$ cat src/rtl/load_store_unit_if.sv
// Word-wide memory port between the load/store unit (master) and memory (slave).
// A transfer completes in any cycle where mem_req and mem_ready are both high.
interface load_store_unit_if #(
  parameter int ADDR_W = 16,
  parameter int DATA_W = 16
);
  logic              mem_req;
  logic              mem_we;
  logic [ADDR_W-1:0] mem_addr;
  logic [DATA_W-1:0] mem_wdata;
  logic [DATA_W-1:0] mem_rdata;
  logic              mem_ready;

  modport master (
    output mem_req, mem_we, mem_addr, mem_wdata,
    input  mem_rdata, mem_ready
  );

  modport slave (
    input  mem_req, mem_we, mem_addr, mem_wdata,
    output mem_rdata, mem_ready
  );
endinterface

$ cat src/rtl/load_store_unit.sv
// Load/store responder for the control unit's en_ls/done_ls pair: one word per
// request over a ready-handshaked port, with a bounded wait and a sticky error.
module load_store_unit #(
  parameter int ADDR_W  = 16,
  parameter int DATA_W  = 16,
  parameter int TIMEOUT = 255
) (
  input  logic               clk,
  input  logic               reset,
  input  logic [1:0]         en_ls,
  input  logic [ADDR_W-1:0]  addr,
  input  logic [DATA_W-1:0]  st_data,
  output logic               done_ls,
  output logic [DATA_W-1:0]  ld_data,
  output logic               err,
  input  logic               err_clr,
  load_store_unit_if.master  mem
);

  localparam int CNT_W = (TIMEOUT > 1) ? $clog2(TIMEOUT) : 1;
  localparam logic [CNT_W-1:0] CNT_LAST = CNT_W'(TIMEOUT - 1);

  localparam logic [1:0] EN_NONE  = 2'b00;
  localparam logic [1:0] EN_LOAD  = 2'b01;
  localparam logic [1:0] EN_STORE = 2'b10;

  typedef enum logic [1:0] {IDLE, BUSY, DONE, RELEASE} state_t;

  typedef struct packed {
    logic              we;
    logic [ADDR_W-1:0] addr;
    logic [DATA_W-1:0] wdata;
  } req_t;

  state_t            state_q, state_d;
  req_t              req_q, req_d;
  logic              mem_req_q, mem_req_d;
  logic              done_q, done_d;
  logic [DATA_W-1:0] ld_q, ld_d;
  logic              err_q, err_d;
  logic [CNT_W-1:0]  cnt_q, cnt_d;
  logic              abort_q, abort_d;
  logic              run_dropped;

  assign run_dropped = abort_q || (en_ls == EN_NONE);

  always_comb begin
    state_d   = state_q;
    req_d     = req_q;
    mem_req_d = mem_req_q;
    done_d    = 1'b0;
    ld_d      = ld_q;
    err_d     = err_q;
    cnt_d     = cnt_q;
    abort_d   = abort_q;
    if (err_clr) err_d = 1'b0;
    case (state_q)
      IDLE: begin
        if (en_ls == EN_LOAD || en_ls == EN_STORE) begin
          req_d     = '{we: en_ls[1], addr: addr, wdata: st_data};
          mem_req_d = 1'b1;
          cnt_d     = '0;
          abort_d   = 1'b0;
          state_d   = BUSY;
        end
      end
      BUSY: begin
        cnt_d = cnt_q + 1'b1;
        if (mem.mem_ready) begin
          mem_req_d = 1'b0;
          // A dropped run still lets the memory finish, but the result is discarded.
          if (run_dropped) begin
            state_d = RELEASE;
          end else begin
            if (!req_q.we) ld_d = mem.mem_rdata;
            done_d  = 1'b1;
            state_d = DONE;
          end
        end else if (cnt_q == CNT_LAST) begin
          mem_req_d = 1'b0;
          err_d     = 1'b1;
          if (run_dropped) begin
            state_d = RELEASE;
          end else begin
            done_d  = 1'b1;
            state_d = DONE;
          end
        end else if (en_ls == EN_NONE) begin
          abort_d = 1'b1;
        end
      end
      DONE:    state_d = RELEASE;
      RELEASE: if (en_ls == EN_NONE) state_d = IDLE;
      default: state_d = IDLE;
    endcase
  end

  always_ff @(posedge clk or negedge reset) begin
    if (!reset) begin
      state_q   <= IDLE;
      req_q     <= '0;
      mem_req_q <= 1'b0;
      done_q    <= 1'b0;
      ld_q      <= '0;
      err_q     <= 1'b0;
      cnt_q     <= '0;
      abort_q   <= 1'b0;
    end else begin
      state_q   <= state_d;
      req_q     <= req_d;
      mem_req_q <= mem_req_d;
      done_q    <= done_d;
      ld_q      <= ld_d;
      err_q     <= err_d;
      cnt_q     <= cnt_d;
      abort_q   <= abort_d;
    end
  end

  assign done_ls       = done_q;
  assign ld_data       = ld_q;
  assign err           = err_q;
  assign mem.mem_req   = mem_req_q;
  assign mem.mem_we    = req_q.we;
  assign mem.mem_addr  = req_q.addr;
  assign mem.mem_wdata = req_q.wdata;

endmodule

$ cat src/flat_wrapper.sv
// flat-port wrapper written by rule: the top's interface ports become plain ports
module load_store_unit_flat 
#(
  parameter int ADDR_W  = 16,
  parameter int DATA_W  = 16,
  parameter int TIMEOUT = 255
)
  (clk, reset, en_ls, addr, st_data, done_ls, ld_data, err, err_clr, mem_mem_req, mem_mem_we, mem_mem_addr, mem_mem_wdata, mem_mem_rdata, mem_mem_ready);
  load_store_unit_if #(.ADDR_W(ADDR_W), .DATA_W(DATA_W)) mem_i ();
  input  logic clk;
  input  logic reset;
  input  logic [1:0] en_ls;
  input  logic [ADDR_W-1:0] addr;
  input  logic [DATA_W-1:0] st_data;
  output logic done_ls;
  output logic [DATA_W-1:0] ld_data;
  output logic err;
  input  logic err_clr;
  output wire logic [$bits(mem_i.mem_req)-1:0] mem_mem_req;
  output wire logic [$bits(mem_i.mem_we)-1:0] mem_mem_we;
  output wire logic [$bits(mem_i.mem_addr)-1:0] mem_mem_addr;
  output wire logic [$bits(mem_i.mem_wdata)-1:0] mem_mem_wdata;
  input wire logic [$bits(mem_i.mem_rdata)-1:0] mem_mem_rdata;
  input wire logic [$bits(mem_i.mem_ready)-1:0] mem_mem_ready;
  assign mem_mem_req = mem_i.mem_req;
  assign mem_mem_we = mem_i.mem_we;
  assign mem_mem_addr = mem_i.mem_addr;
  assign mem_mem_wdata = mem_i.mem_wdata;
  assign mem_i.mem_rdata = mem_mem_rdata;
  assign mem_i.mem_ready = mem_mem_ready;
  load_store_unit #(.ADDR_W(ADDR_W), .DATA_W(DATA_W), .TIMEOUT(TIMEOUT)) u_core (.clk(clk), .reset(reset), .en_ls(en_ls), .addr(addr), .st_data(st_data), .done_ls(done_ls), .ld_data(ld_data), .err(err), .err_clr(err_clr), .mem(mem_i));
endmodule
$ cat config.mk
export PLATFORM = sky130hd
export DESIGN_NAME = load_store_unit_flat
export DESIGN_NICKNAME = d
export VERILOG_FILES = /design/src/rtl/load_store_unit_if.sv /design/src/rtl/load_store_unit.sv /design/src/flat_wrapper.sv
export SDC_FILE = /design/constraint.sdc
export NUM_CORES = 1
export LEC_CHECK = 0
export CAP_MARGIN = 20
export CORE_UTILIZATION = 46
export DETAILED_ROUTE_END_ITERATION = 10
export PLACE_DENSITY_LB_ADDON = 0.12
export SLEW_MARGIN = 40
export SYNTH_ARGS = -nofsm -noshare
export SYNTH_HDL_FRONTEND = slang
export SYNTH_SLANG_ARGS = --single-unit
$ cat constraint.sdc
create_clock -name clk -period 4.15 [get_ports clk]
set_input_delay 0.6225 -clock clk [delete_from_list [all_inputs] [get_ports clk]]
set_output_delay 0.6225 -clock clk [all_outputs]
set_load 0.03 [all_outputs]
Word level (Yosys, flattened, before mapping)
Index checks and enable logic that the tools add are counted.

storage, ports and cells
  register bits after elaboration = 63

operators by class
  mux-type cells = 25
  equal/unequal tests = 12
  reductions and logical operators = 11
  bitwise logic cells = 2
  $add $sub $neg = 1

operators with widths
  operator             number
  $mux 1               16
  $pmux 8 s2           1
  $add 8x1->8 const B  1
  $eq 8x8->1 const B   1
  $mux 2               4
  $mux 8               1
  $pmux 2 s4           1
  $eq 2x2->1 const B   3
  $ne 2x1->1 const B   3
  $reduce_and 3->1     2
  $reduce_and 5->1     1
  $eq 2x1->1 const B   2
  $logic_not 2->1      2
  $ne 2x2->1 const B   2
  $pmux 1 s2           2
  $reduce_and 2->1     2
  $reduce_and 4->1     1
  $ne 3x2->1 const B   1
  $logic_or 1x1->1     2
  $not 1->1            2
  $reduce_bool 2->1    1

Longest topological paths before layout
  depth in word-level cells = 6
  mapped depth = 7

Worst setup path before layout
Ideal clock, no wire load.

  kind = in2reg
  start point = input port en_ls[0]
  end point = register u_core.req_q (netlist bit u_core.mem.mem_addr[0])
  stages = 5
  data required time = 4025 ps
  arrival = 1761 ps
  path slack = 2265 ps
  path buffers = 1
  cell sequence = inv_1 ha_1 nand2_1 buf_2 mux2_2

on the way
  cells in the longest elaborated chain, start to end = 3

RTL lines
  what                                      RTL line                source
  start: declaration                        flat_wrapper.sv:12      input logic [1:0] en_ls;
  $eq 2x1->1 or $eq 2x2->1 (tied branches)  load_store_unit.sv:59   if (en_ls == EN_LOAD || en_ls == EN_STORE) begin
  $logic_or 1x1->1 *                        load_store_unit.sv:59
  $reduce_and 2->1 (no line) *              --
  end signal: assignment                    load_store_unit.sv:110  req_q <= req_d;
  end: declaration                          load_store_unit.sv:36   req_t req_q, req_d;

Every way passes the cells marked *; elsewhere a longest branch is shown, timed or not.
A chain may end at the register's enable or synchronous reset.

Worst setup path after layout
  start point = input port en_ls[0]
  end point = register u_core.ld_q[12], in the netlist u_core.ld_data[12]

on the way
  cells in the longest elaborated chain, start to end = 4

RTL lines
  what                        RTL line                source
  $logic_not 2->1             load_store_unit.sv:45   assign run_dropped = abort_q || (en_ls == EN_NONE);
  $logic_or 1x1->1            load_store_unit.sv:45
  $not 1->1 (no line)         --
  $reduce_and 4->1 (no line)  --
  end signal: assignment      load_store_unit.sv:113  ld_q <= ld_d;
  end: declaration            load_store_unit.sv:39   logic [DATA_W-1:0] ld_q, ld_d;

No other way between the ends.

==> run metrics <==
IO Pins=between 100 and 150; Setup crit end kind=flop; Simple-Gate Fraction of Synth Area=6.37%; synthesized area=2590 um^2; RD Place Congestion=0.789; first-pass GRT wire length=approximately 9.1 mm; mux share of post-synthesis cell area=between 20% and 30%; 1st-iter DRT viols=70; number of post-CTS setup repair buffers=0; global route overflow=0; Synth Register Bits=63; CTS Buf Count=9; ys flop type=dfrtp_1; Place WS=1.59 ns; Vias/cell=4.99; RR Startpoint=u_core.state_q[1]; highest clock rate=between 0.4 and 0.5 GHz; reg2reg setup slack=around 2.2 ns; number of flops mapped to enable cells by yosys=0; Post-Synth XOR/XNOR Area=between 1 and 1.5%; crit path to=u_core.ld_data[12]; CP Launch Point=en_ls[0]; remaining antenna violation count after routing=0; Gate Count Post-Synth=between 150 and 200; Root Buffer=clkbuf_8; CTS H-tree depth=3; Placeable Area=approximately 5300 um^2; die width=77.1 um; Pre-antenna DRT Iters=4; number of fill cells=between 300 and 400; crit-path max FO=16; outcome=completed; RSZ-0062 raised after global routing=false; Routed WL=between 5 and 6 mm; largest family of logic cells by synthesized area=multiplexers; insertion delay to the later sink of the worst-skew pair=approximately 0.33 ns; complex-gate fraction of the synthesized area=3.67%; Hold Path Class=primary input to asynchronous set/reset pin; post-synthesis sequential area ratio=between 60% and 70%; Final Hold Fails=0; DP Wirelength=just over 4 mm; leak pwr=1.68 nW; total chip power=0.00316 W; reg2reg path depth=4; Syn Nets=247; clk sinks=63; CTS tree=done; Pwr per Cell Area=roughly 800 nW/um^2; pin count of the biggest net entering global routing=47; Initial Util=49.2%; mean post-synth cell area=between 10 and 15 um^2; commonest non-fill, non-tap cell in the layout=clkdlybuf4s50_1; number of remaining DRC errors=0; Async S/R FF share, synth=100%; Tmin final=~2.2 ns; DR WL/cell=approximately 15 um; Die Area=slightly below 6000 um^2; hold buffers post-CTS=0; area added between synthesis and finish=50.0%; Slew @ Worst Pin=0.709 ns; Worst EP required=around 4.4 ns; setup violators final=0; Slew headroom=between 50% and 60%; layout cells sized above 1=about 21%; Setup Skew=~0.0044 ns; Worst R2R End=u_core.ld_data[12]; height of the die=just under 80 um; GR Util All Layers=20.6%; vias in the first global route=1929; Tcrit/Tclk final=roughly 53%; vias=roughly 1.9k; Synth Area in Adders=under 10%; CP Launch Type=primary input; commonest cells after routing, fill and taps aside=clkdlybuf4s50_1, dfrtp_1, mux2_2, clkbuf_8, nor2_1; maximum root-to-sink buffer count=2; row count=26; critical path class=primary input to flop; Netlist cell types=27; number of port buffers=105; Peak VDD IR=0.525 mV; count of pins over their slew limit=0; setup TNS=0 ns; initial antenna violation count=0; # nets final=between 300 and 400; PnR worst setup slack=between 1.5 and 2 ns; Max-Cap Viols=0; critical path data arrival time=about 2.4 ns; Reg clk slew, reported paths=approximately 0.060 ns; n_diodes=0; Ys Warns=0; post_cts resized=0
## registers in the layout (all words and copies together), names as in the netlist
signal and count:
u_core.abort_q 1, u_core.cnt_q 8, u_core.done_ls 1, u_core.err 1, u_core.ld_data 16, u_core.mem.mem_addr 16
u_core.mem.mem_req 1, u_core.mem.mem_wdata 16, u_core.mem.mem_we 1, u_core.state_q 2
## cells by family after synthesis
logic type	Yosys count
fa+ha+maj	7
buf+inv	13
simple gates	33
flops	63
xor+xnor	4
compound gates	15
mux	51
## critical path, cell delays in order
cell and delay [ns]:
clkdlybuf4s50_1 0.46, inv_1 0.04, ha_1 0.24, nor2_1 0.14
nand4b_2 0.46, mux2_2 0.46
## synthesized netlist by cell type, drive strengths merged, types with 4 or more instances
library cell	number	area share, %
o21ai	7	1.4
nand2	9	1.3
mux2	49	21
ha	7	3.4
inv	8	1.2
xnor2	4	1.4
dfrtp	63	61
buf	5	1.2
nor2	11	1.6
## through the flow
stage	util [%]	area, um^2	hold WS, ns	std cells
floorplan	-	2590	0.327	186
global placement	70.4	3710	0.469	358
detailed placement	70.4	3710	0.469	358
CTS	73.8	3890	0.304	373
global route	73.8	3890	0.340	373
finish	73.8	3890	0.293	373
## final cells by class
class / count / area, um^2 / area share (%)
clock buffer: 15 / 176 / 4.54
inverter: 8 / 30.0 / 0.772
multi-input combinational: 110 / 955 / 24.5
sequential: 63 / 1580 / 40.5
tap: 70 / 87.6 / 2.25
timing repair buffer: 107 / 1060 / 27.3
## power by group
group | switching [W] | internal [W]
Combinational | 0.000870 | 0.000760
Clock | 0.000215 | 0.000264
Sequential | 0.000155 | 0.000899
## worst min-delay path by stage
| stage | from | depth (start not counted) | slack, ns | endpoint |
|---|---|---|---|---|
| floorplan | reset | 0 | 0.33 | u_core.abort_q |
| global placement | u_core.abort_q | 1 | 0.47 | u_core.done_ls |
| detailed placement | u_core.abort_q | 1 | 0.47 | u_core.done_ls |
| CTS | reset | 1 | 0.30 | u_core.mem.mem_addr[10] |
| global route | reset | 1 | 0.34 | u_core.mem.mem_addr[10] |
| finish | reset | 1 | 0.29 | u_core.mem.mem_addr[10] |
## per-layer routing
layer	global-route usage (%)	up-vias	wire length, um
li1	-	881	-
met1	25.3	890	2360
met4	11.9	0	140
met5	0	-	0
met3	9.17	15	472
met2	29.8	75	2590
No activity file was read; power rests on OpenSTA's default activity.
